<file path="src/rtl/button_debounce_if.sv">
// Button conditioning bundle between the debouncer and the buttons/LEDs peripheral.
// slave: debouncer side (takes raw pads and clear strobes, drives conditioned outputs).
// master: peripheral side (drives pads/clears, consumes levels, pulses, flags and irq).
interface button_debounce_if #(
    parameter int NUM_BUTTONS = 3
);
    logic [NUM_BUTTONS-1:0] buttons_i;
    logic [NUM_BUTTONS-1:0] event_clr_i;
    logic [NUM_BUTTONS-1:0] buttons_o;
    logic [NUM_BUTTONS-1:0] press_o;
    logic [NUM_BUTTONS-1:0] release_o;
    logic [NUM_BUTTONS-1:0] event_o;
    logic                   irq_o;

    modport master (
        output buttons_i,
        output event_clr_i,
        input  buttons_o,
        input  press_o,
        input  release_o,
        input  event_o,
        input  irq_o
    );

    modport slave (
        input  buttons_i,
        input  event_clr_i,
        output buttons_o,
        output press_o,
        output release_o,
        output event_o,
        output irq_o
    );
endinterface

</file>
<file path="src/rtl/button_debounce.sv">
// Two-flop synchronizer plus per-channel stability counter for raw button pads.
// Latency: a held raw level reaches buttons_o DEBOUNCE_CYCLES+2 edges after it is first sampled.
// No backpressure; event_o is sticky until event_clr_i. BUTTON_DEBOUNCE_RELEASE_EVENT_EN also sets event_o on release.
module button_debounce #(
    parameter int NUM_BUTTONS     = 3,
    parameter int CNT_WIDTH       = 16,
    parameter int DEBOUNCE_CYCLES = 1000
) (
    input  logic               wb_clk_i,
    input  logic               wb_rst_i,
    button_debounce_if.slave   bus
);
    localparam logic [CNT_WIDTH-1:0] CNT_LAST = CNT_WIDTH'(DEBOUNCE_CYCLES - 1);

    logic [NUM_BUTTONS-1:0]                sync1_q, sync1_d;
    logic [NUM_BUTTONS-1:0]                sync2_q, sync2_d;
    logic [NUM_BUTTONS-1:0]                stable_q, stable_d;
    logic [NUM_BUTTONS-1:0][CNT_WIDTH-1:0] cnt_q, cnt_d;
    logic [NUM_BUTTONS-1:0]                press_q, press_d;
    logic [NUM_BUTTONS-1:0]                release_q, release_d;
    logic [NUM_BUTTONS-1:0]                event_q, event_d;
    logic                                  irq_q, irq_d;
    logic [NUM_BUTTONS-1:0]                accept;
    logic [NUM_BUTTONS-1:0]                event_set;

    // Next-state: synchronizer shift, stability counting, edge pulses and sticky flags.
    always_comb begin
        sync1_d   = bus.buttons_i;
        sync2_d   = sync1_q;
        cnt_d     = cnt_q;
        accept    = '0;
        for (int i = 0; i < NUM_BUTTONS; i++) begin
            if (sync2_q[i] == stable_q[i]) begin
                cnt_d[i] = '0;
            end else if (cnt_q[i] == CNT_LAST) begin
                // Held long enough: adopt the synchronized level.
                accept[i] = 1'b1;
                cnt_d[i]  = '0;
            end else begin
                cnt_d[i] = cnt_q[i] + CNT_WIDTH'(1);
            end
        end
        stable_d  = stable_q ^ accept;
        press_d   = accept & sync2_q;
        release_d = accept & ~sync2_q;
        // A flag is set both on the edge that raises the pulse and while the pulse
        // is visible, so a clear landing in the pulse cycle loses to the set.
`ifdef BUTTON_DEBOUNCE_RELEASE_EVENT_EN
        event_set = press_d | press_q | release_d | release_q;
`else
        event_set = press_d | press_q;
`endif
        event_d   = (event_q & ~bus.event_clr_i) | event_set;
        irq_d     = |event_q;
    end

    // State registers with synchronous active-high reset.
    always_ff @(posedge wb_clk_i) begin
        if (wb_rst_i) begin
            sync1_q   <= '0;
            sync2_q   <= '0;
            stable_q  <= '0;
            cnt_q     <= '0;
            press_q   <= '0;
            release_q <= '0;
            event_q   <= '0;
            irq_q     <= 1'b0;
        end else begin
            sync1_q   <= sync1_d;
            sync2_q   <= sync2_d;
            stable_q  <= stable_d;
            cnt_q     <= cnt_d;
            press_q   <= press_d;
            release_q <= release_d;
            event_q   <= event_d;
            irq_q     <= irq_d;
        end
    end

    assign bus.buttons_o = stable_q;
    assign bus.press_o   = press_q;
    assign bus.release_o = release_q;
    assign bus.event_o   = event_q;
    assign bus.irq_o     = irq_q;
endmodule

</file>
<file path="src/flat_wrapper.sv">
// flat-port wrapper written by rule: the top's interface ports become plain ports
module button_debounce_flat 
#(
    parameter int NUM_BUTTONS     = 3,
    parameter int CNT_WIDTH       = 16,
    parameter int DEBOUNCE_CYCLES = 1000
)
  (wb_clk_i, wb_rst_i, bus_buttons_i, bus_event_clr_i, bus_buttons_o, bus_press_o, bus_release_o, bus_event_o, bus_irq_o);
  button_debounce_if #(.NUM_BUTTONS(NUM_BUTTONS)) bus_i ();
  input  logic wb_clk_i;
  input  logic wb_rst_i;
  input wire logic [$bits(bus_i.buttons_i)-1:0] bus_buttons_i;
  input wire logic [$bits(bus_i.event_clr_i)-1:0] bus_event_clr_i;
  output wire logic [$bits(bus_i.buttons_o)-1:0] bus_buttons_o;
  output wire logic [$bits(bus_i.press_o)-1:0] bus_press_o;
  output wire logic [$bits(bus_i.release_o)-1:0] bus_release_o;
  output wire logic [$bits(bus_i.event_o)-1:0] bus_event_o;
  output wire logic [$bits(bus_i.irq_o)-1:0] bus_irq_o;
  assign bus_i.buttons_i = bus_buttons_i;
  assign bus_i.event_clr_i = bus_event_clr_i;
  assign bus_buttons_o = bus_i.buttons_o;
  assign bus_press_o = bus_i.press_o;
  assign bus_release_o = bus_i.release_o;
  assign bus_event_o = bus_i.event_o;
  assign bus_irq_o = bus_i.irq_o;
  button_debounce #(.NUM_BUTTONS(NUM_BUTTONS), .CNT_WIDTH(CNT_WIDTH), .DEBOUNCE_CYCLES(DEBOUNCE_CYCLES)) u_core (.wb_clk_i(wb_clk_i), .wb_rst_i(wb_rst_i), .bus(bus_i));
endmodule
</file>
<file path="config.mk">
export PLATFORM = sky130hd
export DESIGN_NAME = button_debounce_flat
export DESIGN_NICKNAME = d
export VERILOG_FILES = /design/src/rtl/button_debounce_if.sv /design/src/rtl/button_debounce.sv /design/src/flat_wrapper.sv
export SDC_FILE = /design/constraint.sdc
export NUM_CORES = 1
export LEC_CHECK = 0
export ABC_AREA = 1
export BUFFER_PORTS_ARGS = -buffer_cell sky130_fd_sc_hd__buf_2
export CAP_MARGIN = 20
export CELL_PAD_IN_SITES_DETAIL_PLACEMENT = 0
export CELL_PAD_IN_SITES_GLOBAL_PLACEMENT = 2
export CORE_ASPECT_RATIO = 1.4
export CORE_UTILIZATION = 35
export DETAILED_ROUTE_END_ITERATION = 12
export PLACE_DENSITY = 0.83
export REMOVE_ABC_BUFFERS = 1
export SYNTH_ARGS = -nofsm -noshare
export SYNTH_HDL_FRONTEND = slang
export SYNTH_SLANG_ARGS = --single-unit
</file>
<file path="constraint.sdc">
create_clock -name wb_clk_i -period 2.1 [get_ports wb_clk_i]
set_input_delay 0.42 -clock wb_clk_i [delete_from_list [all_inputs] [get_ports wb_clk_i]]
set_output_delay 0.42 -clock wb_clk_i [all_outputs]
set_load 0.01 [all_outputs]
</file>
==> results list, run 1 <==
* Arr. time, crit path: 1700 ps
- Seq/Total Area, Yosys: 43.5%
- Post-cts hold buffer count: 0
- For this design the static power due to leakage is 1.32 nW.
- For the worst setup path, the data required time is 2310 ps.
* DP Wirelength: 5230 um
* Type of destination of the critical path: register
* Worst path bufs/invs: 1
* P per Cell Area: 817 nW/um^2
- Static timing analysis puts the maximum clock frequency at 669 MHz.
* Maximum buffer depth of the clock tree: 2
* Hold/Removal Path Class: in -> reg
- At the end of routability-driven placement, the weighted congestion stood at 0.831.
- Slew headroom: 75.5%
- The synthesized netlist occupies a cell area of 3080 sq um.
* Final antenna diode count: 0
* TritonCTS clock tree: done
* CTS Root Buffer Type: sky130_fd_sc_hd__clkbuf_16
- Number of nets in the final layout: 473
* Post-CTS repair timing setup buffer count: 0
* Die extent in y: 113 um
* Count of pins on the block boundary: 21
* Count of unique library cells instantiated by Yosys: 21
- For this configuration, the core starts out at a cell density of 36.0%.
- The floorplan has 40 rows.
- Filler cell count in the final layout: 908
- Place WS: 600 ps
- RSZ-0062 raised after global routing: no
- Die width: 81.3 um
- The average instance in the mapped netlist occupies 7.07 sq um.
- Count of input and output buffers: 20
* Tot GR Track Use: 16.9%
* Clock sink count: 67
* Worst stage delay on the critical path: 350 ps
- The worst-case IR drop observed on VDD is 0.000385 V.
- Number of DRC violations after detailed routing: 0
* Cell-by-cell trace of the critical path: ha_1 > nand2_1 > inv_1 > nand2_1 > nor2_2 > nand2_1 > nand2_2 > nor2_1
* Via density: 4.66
* Fraction of layout instances using a drive strength above 1: 10.3%
- Tightest Pin Transition: 365 ps
- Antenna violations before repair: 0
* Cells after Synth: 436
- Launching element type of the critical path: register
* Number of DRC markers after the initial detailed-route iteration: 91
* Final period util: 71.2%
* Tmin final: 1490 ps
- Number of maximum-capacitance constraint violations: 0
- Resized Gates After CTS: 0
- Once routing completed, OpenROAD measured the worst setup slack at 606 ps.
* Final max-slew violation count: 0
- The cell family contributing the most delay on the critical path is simple AND/OR/NAND/NOR gates.
- In this run, CTS created clock tree buffers numbering 9.
- DR vias: 2667
- Worst Path Max Fanout: 16
* Critical path start-end classification: reg -> reg
* Clk Latency, worst-skew pair: 330 ps
- Sum of overflow across all layers after global routing: 0
- The Yosys step of the flow raised 0 warnings.
- The first global-routing pass estimated 11500 um of wire.
- Largest net degree at the start of global routing: 19
- Final-report hold violation count: 0
* Critical path's slowest cell: sky130_fd_sc_hd__dfxtp_1
- The number of global-route vias before repair came to 2608.
- The run finished with clean final reports.
* Final Routed Wirelength: 6750 um
- The count of nets left with antenna violations once routing finished came out at 0.
* Clock tree skew after final layout: 5.68 ps
* Library cell appearing most often on the critical path: sky130_fd_sc_hd__nand2_1
- Setup total negative slack on the finished layout was measured at 0 ps.
- Clock transition at path regs: 50 ps
* Number of optimization iterations in the first detailed-route pass: 4
- Final Setup Violations: 0
- H-tree depth reported by CTS: 3
- Area growth from synthesis to layout: 16.8%
* Die area: 9190 sq um
- Core Region: 8560 sq um
* Number of flip-flops and latches in the synthesized netlist: 67
* WL/cell: 11.8 um
==> Yosys cell counts (all sizes together) <==
| cell type | count | area, sq um |
|---|---|---|
| ha | 3 | 37.5 |
| or2 | 1 | 6.26 |
| nand2 | 86 | 343 |
| nand3b | 4 | 30.0 |
| xor2 | 12 | 105 |
| buf | 3 | 33.8 |
| dfxtp | 67 | 1340 |
| clkbuf | 2 | 7.51 |
| nand4 | 11 | 68.8 |
| nor2 | 105 | 407 |
| xnor2 | 10 | 87.6 |
| a21oi | 29 | 145 |
| nor3 | 5 | 36.3 |
| nand3 | 41 | 205 |
| inv | 50 | 188 |
| o21ai | 5 | 25.0 |
| nor3b | 2 | 15.0 |
==> layout by cell type (no fill, tap or decap), types with 4 or more instances in the layout <==
| cell | n |
|---|---|
| sky130_fd_sc_hd__nand2_2 | 5 |
| sky130_fd_sc_hd__nand3_1 | 41 |
| sky130_fd_sc_hd__nor2_2 | 5 |
| sky130_fd_sc_hd__nor3_1 | 4 |
| sky130_fd_sc_hd__buf_2 | 20 |
| sky130_fd_sc_hd__xor2_1 | 12 |
| sky130_fd_sc_hd__nand4_1 | 11 |
| sky130_fd_sc_hd__dfxtp_1 | 67 |
| sky130_fd_sc_hd__nor2_1 | 100 |
| sky130_fd_sc_hd__clkbuf_16 | 9 |
| sky130_fd_sc_hd__a21oi_1 | 29 |
| sky130_fd_sc_hd__o21ai_0 | 5 |
| sky130_fd_sc_hd__nand3b_1 | 4 |
| sky130_fd_sc_hd__xnor2_1 | 10 |
| sky130_fd_sc_hd__inv_1 | 50 |
| sky130_fd_sc_hd__nand2_1 | 80 |
==> registers in the layout (all words and copies together), names as in the netlist, named ones only <==
signal                flops
u_core.bus.release_o      3
u_core.bus.press_o        3
u_core.sync1_q            3
u_core.sync2_q            3
u_core.bus.irq_o          1
u_core.cnt_q             48
u_core.bus.event_o        3
==> through the flow <==
| step | instance area, sq um | std cells | total power, mW | hold slack [ps] | util [%] |
|---|---|---|---|---|---|
| detailed placement | 3270 | 556 | 1.35 | 396 | 38.2 |
| global placement | 3270 | 556 | 1.35 | 390 | 38.2 |
| finish | 3600 | 572 | 2.94 | 294 | 42.1 |
| CTS | 3600 | 572 | 3.00 | 279 | 42.1 |
| global route | 3600 | 572 | 3.06 | 298 | 42.1 |
| floorplan | 3040 | 431 | 1.33 | 388 | - |
==> metal layers <==
layer	GRT usage (%)	wire length, um	share of wire, %
met5	0	0	0
met4	8.93	118	1.7
met3	5.08	178	2.6
met2	28.9	3550	53
met1	18.1	2900	43
==> power by group <==
part           internal [mW]  total [mW]  leakage, nW  switching [mW]
registers               1.28        1.28        0.541         0.00353
logic                 0.0127      0.0375        0.616          0.0248
clock network           1.10        1.62        0.165           0.526
==> worst paths after layout <==
path	start	end	slack, ps	cells past startpoint
setup / recovery	u_core.cnt_q[32]$_SDFF_PP0_	u_core.cnt_q[43]$_SDFF_PP0_	610	8
setup reg to reg	u_core.cnt_q[32]$_SDFF_PP0_	u_core.cnt_q[43]$_SDFF_PP0_	610	8
hold reg to reg	u_core.sync1_q[1]$_SDFF_PP0_	u_core.sync2_q[1]$_SDFF_PP0_	400	2
hold / removal	bus_buttons_i[1]	u_core.sync1_q[1]$_SDFF_PP0_	290	3
==> layout make-up <==
cell class / instances / area (sq um) / area share (%)
clock inverters: 5 / 75.1 / 2.09
well taps: 105 / 131 / 3.65
clock buffers: 11 / 253 / 7.02
flip-flops and latches: 67 / 1340 / 37.3
multi-input cells: 314 / 1510 / 42.0
inverters: 50 / 188 / 5.21
repair buffers: 20 / 100 / 2.78
==> worst reg2reg max path: cells and delay by family, from the launching register on <==
| kind | cells | cell delay (ps) |
|---|---|---|
| flip-flops | 1 | 350 |
| adder cells (fa/ha/maj) | 1 | 170 |
| buffers and inverters | 1 | 80 |
| AND/OR/NAND/NOR | 6 | 780 |
==> cells by family after synthesis <==
group                    count (synthesis)  share of synthesized area, %
flip-flops                              67                          43.5
buffers and inverters                   55                          7.43
AO/OA/AOI/OAI                           34                          5.52
adder cells (fa/ha/maj)                  3                          1.22
AND/OR/NAND/NOR                        255                          36.1
XOR/XNOR                                22                          6.25
(Power assumes the default switching activity.)
==> run 2, diff against run 1 <==
--- a/config.mk
+++ b/config.mk
@@ -11,9 +11,9 @@
 export CELL_PAD_IN_SITES_DETAIL_PLACEMENT = 0
 export CELL_PAD_IN_SITES_GLOBAL_PLACEMENT = 2
 export CORE_ASPECT_RATIO = 1.4
-export CORE_UTILIZATION = 35
+export CORE_UTILIZATION = 31
 export DETAILED_ROUTE_END_ITERATION = 12
-export PLACE_DENSITY = 0.83
+export PLACE_DENSITY = 0.78
 export REMOVE_ABC_BUFFERS = 1
 export SYNTH_ARGS = -nofsm -noshare
 export SYNTH_HDL_FRONTEND = slang
==> constraint.sdc (replaced) <==
create_clock -name wb_clk_i -period 1.2 [get_ports wb_clk_i]
set_input_delay 0.24 -clock wb_clk_i [delete_from_list [all_inputs] [get_ports wb_clk_i]]
set_output_delay 0.24 -clock wb_clk_i [all_outputs]
set_load 0.01 [all_outputs]
==> run 2 against run 1 <==
  * Highest routed layer unchanged
  * Non-clock buffer count grew 62
  * Routed wire length grew 19%
  * Fmax grew 20%
  * Clock skew shrank 0.87 ps
  * Critical path type unchanged
  * Clock power grew 91%
  * Core utilization grew 5.0 points
  * The flow now finishes with violations (negative setup slack)
==> results list, run 2 (synthesized netlist as in run 1, its figures left out) <==
- The area of placed instances was 3800 sq um (was 3270 sq um).
- The via count normalized by instance count came to 4.46 (was 4.66).
- Count of pins on the block boundary: 21 (unchanged)
- DP Wirelength: 5900 um (was 5230 um)
* Top library cells by usage in the layout, fill and taps aside: sky130_fd_sc_hd__nor2_1 (80), sky130_fd_sc_hd__nand2_1 (73), sky130_fd_sc_hd__buf_4 (59) (was sky130_fd_sc_hd__nor2_1 (100), sky130_fd_sc_hd__nand2_1 (80), sky130_fd_sc_hd__dfxtp_1 (67))
- The number of buffers created by CTS was 9 (unchanged).
- Setup ws final: -41.6 ps (was 606 ps)
- The violation count after the first detailed-routing iteration was 95 (was 91).
* Post-cts hold buffer count: 0 (unchanged)
* Area growth from synthesis to layout: 46.1% (was 16.8%)
- The max-slew violation count is 0 (unchanged).
- The slew of the pin with the lowest slew margin came to 460 ps (was 365 ps).
* Most common cell after layout, fill and taps aside: sky130_fd_sc_hd__nor2_1 (unchanged)
* Peak supply drop: 0.000730 V (was 0.000385 V)
- Sum of overflow across all layers after global routing: 0 (unchanged)
- Type of destination of the critical path: register (unchanged)
- Post-route cell area: 4500 sq um (was 3600 sq um)
- The per-cell routed wire length was 12.1 um (was 11.8 um).
- The type of origin of the critical path was a register (unchanged).
* CTS Root Buffer Type: sky130_fd_sc_hd__clkbuf_16 (unchanged)
- Tmin final: 1240 ps (was 1490 ps)
- The final-stage net count is 536 (was 473).
- The initial antenna violation count came to 0 (unchanged).
- The count of unresolved DRC violations after routing came to 0 (unchanged).
- Clock transition at path regs: 60 ps (was 50 ps)
- Status: complete, but fails checks (was complete, no violations)
* TritonCTS clock tree: done (unchanged)
* Critical path start-end classification: reg -> reg (unchanged)
* P per Cell Area: 1210 nW/um^2 (was 817 nW/um^2)
- Core Region: 9560 sq um (was 8560 sq um)
- The number of antenna repair diodes is 0 (unchanged).
* Final Setup Violations: 36 (was 0)
* Starting density of the core: 32.2% (was 36.0%)
- The top register by number of flip-flops is u_core.cnt_q (unchanged).
- Largest net degree at the start of global routing: 16 (was 19)
- The number of flip-flops under the largest register name is 48 (unchanged).
- Place WS: -165 ps (was 600 ps)
- Setup Total Neg Slack: -750 ps (was 0 ps)
- Fin Hold WS: 113 ps (was 294 ps)
- The arrival time at the worst endpoint was 1470 ps (was 1700 ps).
* Clk Latency, worst-skew pair: 330 ps (about the same)
- Clock tree skew after final layout: 4.81 ps (was 5.68 ps)
- The die boundary width is 86.3 um (was 81.3 um).
* Clock sink count: 67 (unchanged)
- The final RePlAce weighted congestion came to 0.806 (was 0.831).
- The leakage power was 1.72 nW (was 1.32 nW).
- DR vias: 2955 (was 2667)
* Antenna viol nets, final: 0 (unchanged)
* H-tree depth reported by CTS: 3 (unchanged)
* Count of input and output buffers: 20 (unchanged)
* Final Routed Wirelength: 8010 um (was 6750 um)
- Tot GR Track Use: 17.0% (was 16.9%)
* Worst Path Required: 1420 ps (was 2310 ps)
- The fraction of final layout cells sized beyond drive strength 1 is 35.5% (was 10.3%).
* Vias in the first global route: 2947 (was 2608)
* Failing checks: negative setup slack
- Maximum buffer depth of the clock tree: 2 (unchanged)
- Hold/Removal Path Class: in -> reg (unchanged)
- Slew headroom: 69.3% (was 75.5%)
* Maximum frequency from static timing analysis: 805 MHz (was 669 MHz)
- Global-route wire length before repair: 13400 um (was 11500 um)
- Row count: 42 (was 40)
- RSZ-0062 raised after global routing: yes (was no)
* Final period util: 103% (was 71.2%)
- Final Util: 47.1% (was 42.1%)
- The final-report hold violation count is 0 (unchanged).
* Worst Path Max Fanout: 4 (was 16)
- The number of max-cap violations was 0 (unchanged).
- The detailed-routing iteration count for the pre-antenna-repair pass was 4 (unchanged).
- The floorplan die area is 10300 sq um (was 9190 sq um).
* Die extent in y: 120 um (was 113 um)
-- run 2: area by class of cell --
type,count,area (sq um)
Fill cell,999,5060
Multi-Input combinational cell,315,1830
Sequential cell,67,1370
Timing Repair Buffer,82,603
Clock buffer,10,239
Inverter,50,188
Tap cell,132,165
Clock inverter,6,113
-- run 2: worst max-delay path, cell delays in order, from the launching register on --
cell and delay, ps:
sky130_fd_sc_hd__dfxtp_2 350, sky130_fd_sc_hd__buf_4 130, sky130_fd_sc_hd__nand3_2 120, sky130_fd_sc_hd__inv_2 120
sky130_fd_sc_hd__nand3_2 120, sky130_fd_sc_hd__xor2_2 240, sky130_fd_sc_hd__nor2_4 60
-- run 2: path summary, 6_finish.rpt --
path,from,end,slack (ps),depth (start not counted)
max,u_core.cnt_q[32]$_SDFF_PP0_,u_core.cnt_q[43]$_SDFF_PP0_,-40,6
min,bus_buttons_i[1],u_core.sync1_q[1]$_SDFF_PP0_,110,3
max reg2reg,u_core.cnt_q[32]$_SDFF_PP0_,u_core.cnt_q[43]$_SDFF_PP0_,-40,6
min reg2reg,u_core.sync1_q[0]$_SDFF_PP0_,u_core.sync2_q[0]$_SDFF_PP0_,410,2
-- run 2: per-stage QoR --
stage / total power [mW] / cells
floorplan: 2.33 / 431
CTS: 5.51 / 661
detailed placement: 2.38 / 644
global placement: 2.38 / 644
finish: 5.45 / 662
global route: 5.63 / 662
-- run 2: layer usage --
layer	global-route usage (%)	up-vias	wire length, um
li1	-	1559	-
met1	19.0	1343	3380
met2	29.9	33	4230
met3	3.58	20	176
met4	8.85	0	224
met5	0	-	0
-- run 2: where the power goes --
group          internal [mW]  leakage (nW)  switching, mW
Combinational         0.0452         0.997         0.0575
Sequential              2.24         0.550        0.00768
Clock                   2.09         0.173           1.02
-- run 2: what timing repair did --
action | CTS | global route
setup endpoints to repair | 58 | 62
hold endpoints to repair | 0 | 0
gates cloned | 1 | 0
setup buffers | 0 | 1
pin swaps | 10 | 13
resized for setup | 53 | 45
